<file path="src/rtl/mem_wb_stage_pkg.sv">
// Shared definitions for the MEM/WB stage: I/O register map, FSM state
// encoding and the layout of the registered write-back bundle.
package mem_defs;

  localparam logic [9:0] IO_LED     = 10'h000;
  localparam logic [9:0] IO_SEG     = 10'h004;
  localparam logic [9:0] IO_SW      = 10'h010;
  localparam logic [9:0] IO_KEY     = 10'h014;
  localparam logic [9:0] IO_SW_CONF = 10'h018;

  localparam int WB_CTRL_W   = 2;
  localparam int WB_RD_W     = 5;
  localparam int WB_DATA_W   = 32;
  localparam int WB_BUNDLE_W = WB_CTRL_W + WB_RD_W + 2 * WB_DATA_W;

  typedef enum logic [1:0] {
    IDLE    = 2'd0,
    LOAD    = 2'd1,
    IO_WAIT = 2'd2
  } memState_t;

  typedef struct packed {
    logic                 regWrite;
    logic                 memToReg;
    logic [WB_RD_W-1:0]   rdAddr;
    logic [WB_DATA_W-1:0] aluResult;
    logic [WB_DATA_W-1:0] rdata;
  } wbBundle_t;

  // Single-cycle I/O reads only; the confirmed switch read goes through the FSM.
  function automatic logic [WB_DATA_W-1:0] ioReadData(input logic [9:0]  off,
                                                      input logic [11:0] sw,
                                                      input logic [3:0]  key);
    logic [WB_DATA_W-1:0] v;
    v = '0;
    case (off)
      IO_SW:   v = {20'b0, sw};
      IO_KEY:  v = {28'b0, key};
      default: v = '0;
    endcase
    return v;
  endfunction

endpackage

</file>
<file path="src/rtl/btn_sync_edge.sv">
// Two-flop synchronizer for an asynchronous push button followed by an edge
// register; o_rise is a one-cycle pulse on each synchronized rising edge.
module btn_sync_edge (
  input  logic clk,
  input  logic rstn,
  input  logic i_btn,
  output logic o_rise
);

  logic r_meta;
  logic r_sync;
  logic r_prev;

  always_ff @(posedge clk) begin
    if (!rstn) begin
      r_meta <= 1'b0;
      r_sync <= 1'b0;
      r_prev <= 1'b0;
    end else begin
      r_meta <= i_btn;
      r_sync <= r_meta;
      r_prev <= r_sync;
    end
  end

  assign o_rise = r_sync & ~r_prev;

endmodule

</file>
<file path="src/rtl/mem_wb_stage.sv">
// Memory-access stage and MEM/WB register: RAM word loads/stores, memory-mapped
// LED/7-seg/switch/keypad I/O, and a blocking switch read released by a button.
module mem_wb_stage
  import mem_defs::*;
#(
  parameter logic [31:0] IO_BASE = 32'hFFFF_FC00
) (
  input  logic        clk,
  input  logic        rstn,
  input  logic        MEM_MemRead,
  input  logic        MEM_MemWrite,
  input  logic        MEM_MemtoReg,
  input  logic        MEM_RegWrite,
  input  logic        MEM_ioRead,
  input  logic        MEM_ioWrite,
  input  logic [4:0]  MEM_rd_addr,
  input  logic [31:0] MEM_ALUResult,
  input  logic [31:0] MEM_rs2_v,
  output logic [31:0] dmem_addr,
  output logic        dmem_we,
  output logic [31:0] dmem_wdata,
  input  logic [31:0] dmem_rdata,
  input  logic        conf_btn,
  input  logic [11:0] switch_data,
  input  logic [3:0]  key_data,
  output logic [15:0] led_out,
  output logic [31:0] seg_out,
  output logic        mem_stall,
  output logic        WB_RegWrite,
  output logic        WB_MemtoReg,
  output logic [4:0]  WB_rd_addr,
  output logic [31:0] WB_ALUResult,
  output logic [31:0] WB_rdata
);

  memState_t r_state;
  wbBundle_t r_wb;
  logic [15:0] r_led;
  logic [31:0] r_seg;

  logic        w_isIo;
  logic [9:0]  w_ioOff;
  logic        w_ramRead;
  logic        w_ramWrite;
  logic        w_ioRd;
  logic        w_ioWr;
  logic        w_confRd;
  logic        w_btnRise;
  logic        w_stall;
  logic [31:0] w_wbRdata;
  wbBundle_t   w_nextWb;

  btn_sync_edge u_btn (
    .clk    (clk),
    .rstn   (rstn),
    .i_btn  (conf_btn),
    .o_rise (w_btnRise)
  );

  // RAM controls never act on the I/O window; read wins over write on both paths.
  assign w_isIo     = (MEM_ALUResult[31:10] == IO_BASE[31:10]);
  assign w_ioOff    = MEM_ALUResult[9:0];
  assign w_ramRead  = MEM_MemRead & ~w_isIo;
  assign w_ramWrite = MEM_MemWrite & ~MEM_MemRead & ~w_isIo;
  assign w_ioRd     = MEM_ioRead & w_isIo;
  assign w_ioWr     = MEM_ioWrite & ~MEM_ioRead & w_isIo;
  assign w_confRd   = w_ioRd & (w_ioOff == IO_SW_CONF);

  always_comb begin
    w_stall = 1'b0;
    case (r_state)
      IDLE:    w_stall = w_ramRead | w_confRd;
      LOAD:    w_stall = 1'b0;
      IO_WAIT: w_stall = ~w_btnRise;
      default: w_stall = 1'b0;
    endcase
  end

  always_comb begin
    w_wbRdata = '0;
    case (r_state)
      LOAD:    w_wbRdata = dmem_rdata;
      IO_WAIT: w_wbRdata = {20'b0, switch_data};
      default: w_wbRdata = w_ioRd ? ioReadData(w_ioOff, switch_data, key_data) : '0;
    endcase
  end

  // A stalled cycle pushes a bubble so WB never sees a half-finished access.
  always_comb begin
    w_nextWb = '0;
    if (!w_stall) begin
      w_nextWb.regWrite  = MEM_RegWrite;
      w_nextWb.memToReg  = MEM_MemtoReg;
      w_nextWb.rdAddr    = MEM_rd_addr;
      w_nextWb.aluResult = MEM_ALUResult;
      w_nextWb.rdata     = w_wbRdata;
    end
  end

  always_ff @(posedge clk) begin
    if (!rstn) begin
      r_state <= IDLE;
      r_wb    <= '0;
    end else begin
      r_wb <= w_nextWb;
      case (r_state)
        IDLE: begin
          if (w_ramRead)     r_state <= LOAD;
          else if (w_confRd) r_state <= IO_WAIT;
        end
        LOAD:    r_state <= IDLE;
        IO_WAIT: if (w_btnRise) r_state <= IDLE;
        default: r_state <= IDLE;
      endcase
    end
  end

  always_ff @(posedge clk) begin
    if (!rstn) begin
      r_led <= '0;
      r_seg <= '0;
    end else if (w_ioWr && r_state == IDLE) begin
      case (w_ioOff)
        IO_LED:  r_led <= MEM_rs2_v[15:0];
        IO_SEG:  r_seg <= MEM_rs2_v;
        default: ;
      endcase
    end
  end

  assign dmem_addr    = MEM_ALUResult;
  assign dmem_wdata   = MEM_rs2_v;
  assign dmem_we      = (r_state == IDLE) & w_ramWrite;
  assign mem_stall    = w_stall;
  assign led_out      = r_led;
  assign seg_out      = r_seg;
  assign WB_RegWrite  = r_wb.regWrite;
  assign WB_MemtoReg  = r_wb.memToReg;
  assign WB_rd_addr   = r_wb.rdAddr;
  assign WB_ALUResult = r_wb.aluResult;
  assign WB_rdata     = r_wb.rdata;

endmodule
</file>
<file path="config.mk">
export PLATFORM = sky130hd
export DESIGN_NAME = mem_wb_stage
export DESIGN_NICKNAME = d
export VERILOG_FILES = /design/src/rtl/mem_wb_stage_pkg.sv /design/src/rtl/btn_sync_edge.sv /design/src/rtl/mem_wb_stage.sv
export SDC_FILE = /design/constraint.sdc
export NUM_CORES = 1
export LEC_CHECK = 0
export CORE_AREA = 2 2 122 124
export CTS_CLUSTER_DIAMETER = 80
export DETAILED_ROUTE_END_ITERATION = 16
export DIE_AREA = 0 0 124 126
export GPL_TIMING_DRIVEN = 0
export HOLD_SLACK_MARGIN = 0.02
export PLACE_DENSITY = 0.86
export SLEW_MARGIN = 5
export SYNTH_ARGS = -nofsm -noshare
export SYNTH_HDL_FRONTEND = slang
export SYNTH_SLANG_ARGS = --single-unit
</file>
<file path="constraint.sdc">
create_clock -name clk -period 3.7 [get_ports clk]
set_clock_uncertainty 0.15 [all_clocks]
set_input_delay 0.37 -clock clk [delete_from_list [all_inputs] [get_ports clk]]
set_output_delay 0.37 -clock clk [all_outputs]
set_load 0.05 [all_outputs]
</file>
==> run_results.csv <==
group,metric,value,unit
setup_path,timing.rr.end,"WB_ALUResult[14]",
hold_path,hold_depth,2,
cts,cts_sinks,124,
final_layout,syn_to_final_growth,78.7,%
cts,cts_resized,0,
cts,post-cts-setup-buffer-count,0,
cts,clock_latency,0.41,ns
die,die-area,15600,sq um
detailed_routing,drc,0,
setup_path,crit_type,"input port to output port",
placement,io_buffers,309,
detailed_routing,routed_via_density,4.47,
synth,yosysSeqAreaShare,49.9,%
global_route,overflow,0,
synth,synthTopCellsByArea,"dfxtp_1, buf_4, nand2_1, a21boi_1, and2_1",
cts,cts_tree,"built",
pwr,p_comb_share,18.7,%
cts,clockRootBuffer,"clkbuf_16",
sta,fmax,278,MHz
global_route,first_global_vias,4603,
die,coreArea,14300,sq um
die,ios,311,
synth,synthesis.area,4970,sq um
final_layout,final_layout_size_suffix_gt1_share,16.3,%
detailed_routing,firstDrtPassIters,6,
setup_path,worstSetupEndpointType,"output port",
pwr,power.switching,983,uW
setup_path,start_kind,"input port",
sta,period_share,97.3,%
synth,ys_warn_count,0,
sta,hold_violations,0,
detailed_routing,finalWirelength,16.3,mm
cts,clockBufferDepth,2,
final_layout,regArea,2480,sq um
setup_path,required,3.18,ns
final_layout,multi_input_comb_area,1820,sq um
detailed_routing,ant_nets,0,
synth,postSynthAreaPerCell,9.99,sq um
detailed_routing,via_count,4571,
placement,gp_congestion,0.852,
pwr,seq_power_share,36.8,%
setup_path,rr_worst_depth,7,
setup_path,rrSetupSlack,1.44,ns
die,placementRows,44,
job,max_cap_violations,0,
synth,synthCells,498,
sta,slew_viol_final,0,
setup_path,arrival,3.08,ns
synth,synth_top_area_share,49.9,%
synth,syn_nets,627,
pwr,p_int,2.75,mW
global_route,antenna_found_initial,0,
synth,async_reset_ff_share,0,%
synth,synth_ff_type,"dfxtp_1",
cts,clk_pin_slew,0.05,ns
die,die_w,124,um
die,initial_core_util,34.7,%
die,dieHeight,126,um
cts,numCtsBuffers,17,
setup_path,cp_max_fo,7,
hold_path,worstHoldStart,"rstn",
synth,ys_types,46,
final_layout,n_antenna_cell,0,
synth,synth_edf_count,0,
pwr,p_leak,3.59,nW
placement,dpl_cell_area,8300,sq um
final_layout,final_cell_mix,"clkdlybuf4s50_1, dfxtp_1, nand2_1",
sta,worst_slew_pin_slew,0.571,ns
final_layout,finalNetCount,955,
detailed_routing,wl_per_cell,16.0,um
cts,h-tree-depth,4,
final_layout,finish.instance_area,8890,sq um
final_layout,nFillCells,1168,
global_route,grt_pass1_wl,24.4,mm
placement,dp_hpwl,12.9,mm
hold_path,hold_end,"seg_out[31]",
cts,cts_hold_buf,0,
detailed_routing,drt_iter0_markers,135,
final_layout,final_common_cell,"clkdlybuf4s50_1",
hold_path,min_path_type,"input port to register",
synth,postSynthRegisterBits,124,
pwr,ir_drop,323,uV
global_route,grt_max_degree,17,
sta,min_period,3.60,ns
sta,rsz0062_at_grt,"false",
pwr,clockPowerShare,44.4,%
synth,synth_top_cell_by_area,"dfxtp_1",
pwr,powerDensity,420,nW/um^2
outcome,status,"finished, final reports clean",
sta,setup_viol,0,
sta,setup_tns,0,ns
setup_path,r2r-start,"r_state[0]",
pwr,sw_frac_of_total,26.3,%
sta,relSlewSlack,61.5,%
global_route,grt_usage,20.6,%
[cells by family after synthesis]
| kind of cell | synth area share (%) |
|---|---|
| AOI/OAI and AO/OA | 10.6 |
| adders and majority gates | 0.755 |
| buffers and inverters | 13.4 |
| DFF | 49.9 |
| muxes | 3.22 |
| and+or+nand+nor | 22.1 |
[power by group through the flow]
stage          sequential, mW  clock (mW)  combinational [mW]
6_report                 1.38        1.66               0.700
5_1_grt                  1.38        1.74               0.730
4_1_cts                  1.38        1.69               0.703
3_5_place_dp             1.41           0               0.700
3_3_place_gp             1.40           0               0.696
2_1_floorplan            1.51           0               0.279
[Yosys cell counts (all sizes together) (2+ instances only)]
master  number
and3        23
mux2i       16
buf         74
ha           3
and4         2
and2        44
a21oi        4
nand4        7
and4b        2
nor4         3
a21boi      32
dfxtp      124
a22o        11
nor3         4
a22oi       12
clkbuf      18
inv          3
nand2       76
nor2        10
nor2b       17
[critical path, stage by stage]
cell             delay, ns
clkdlybuf4s50_1       0.57
nand4_1               0.23
nor4_4                0.54
and2_2                0.31
a22oi_1               0.10
nand2_1               0.12
clkdlybuf4s50_1       0.84
[layer usage]
layer	track usage, %	share of wire, %
met5	0	0
met4	7.40	1.8
met1	23.2	40
met2	35.9	50
met3	6.88	7.7
[registers in the layout, indices dropped and copies added (netlist names)]
register,flops
seg_out,32
WB_MemtoReg,1
WB_rd_addr,5
r_state,2
WB_RegWrite,1
WB_rdata,32
u_btn.r_sync,1
u_btn.r_prev,1
led_out,16
WB_ALUResult,32
u_btn.r_meta,1
[per-stage QoR]
step | hold slack [ns] | power (mW) | utilization (%) | std cells | setup WS [ns]
floorplan | 0.262 | 1.79 | - | 498 | 1.39
global placement | 0.271 | 2.10 | 58.0 | 991 | 0.122
CTS | 0.106 | 3.77 | 62.1 | 1023 | 0.0983
detailed placement | 0.268 | 2.11 | 58.0 | 991 | 0.111
global route | 0.114 | 3.85 | 62.1 | 1023 | 0.0130
finish | 0.121 | 3.74 | 62.1 | 1023 | 0.0994
[worst max-delay path by stage]
stage	from	endpoint	slack, ns	cells after the start
floorplan	MEM_ALUResult[7]	mem_stall	1.39	5
global placement	MEM_ALUResult[26]	mem_stall	0.12	7
detailed placement	MEM_ALUResult[24]	mem_stall	0.11	7
CTS	MEM_ALUResult[24]	mem_stall	0.1	7
global route	MEM_ALUResult[23]	mem_stall	0.01	7
finish	MEM_ALUResult[23]	mem_stall	0.1	7
[cell type report]
type,count,share of cell area (%)
tap,184,2.59
buffer,92,7.38
sequential,124,27.9
multi-input combinational,279,20.5
clock inverter,12,1.65
inverter,3,0.127
timing repair buffer,309,34.8
clock buffer,20,5.02
No activity file was read; power rests on OpenSTA's default activity.
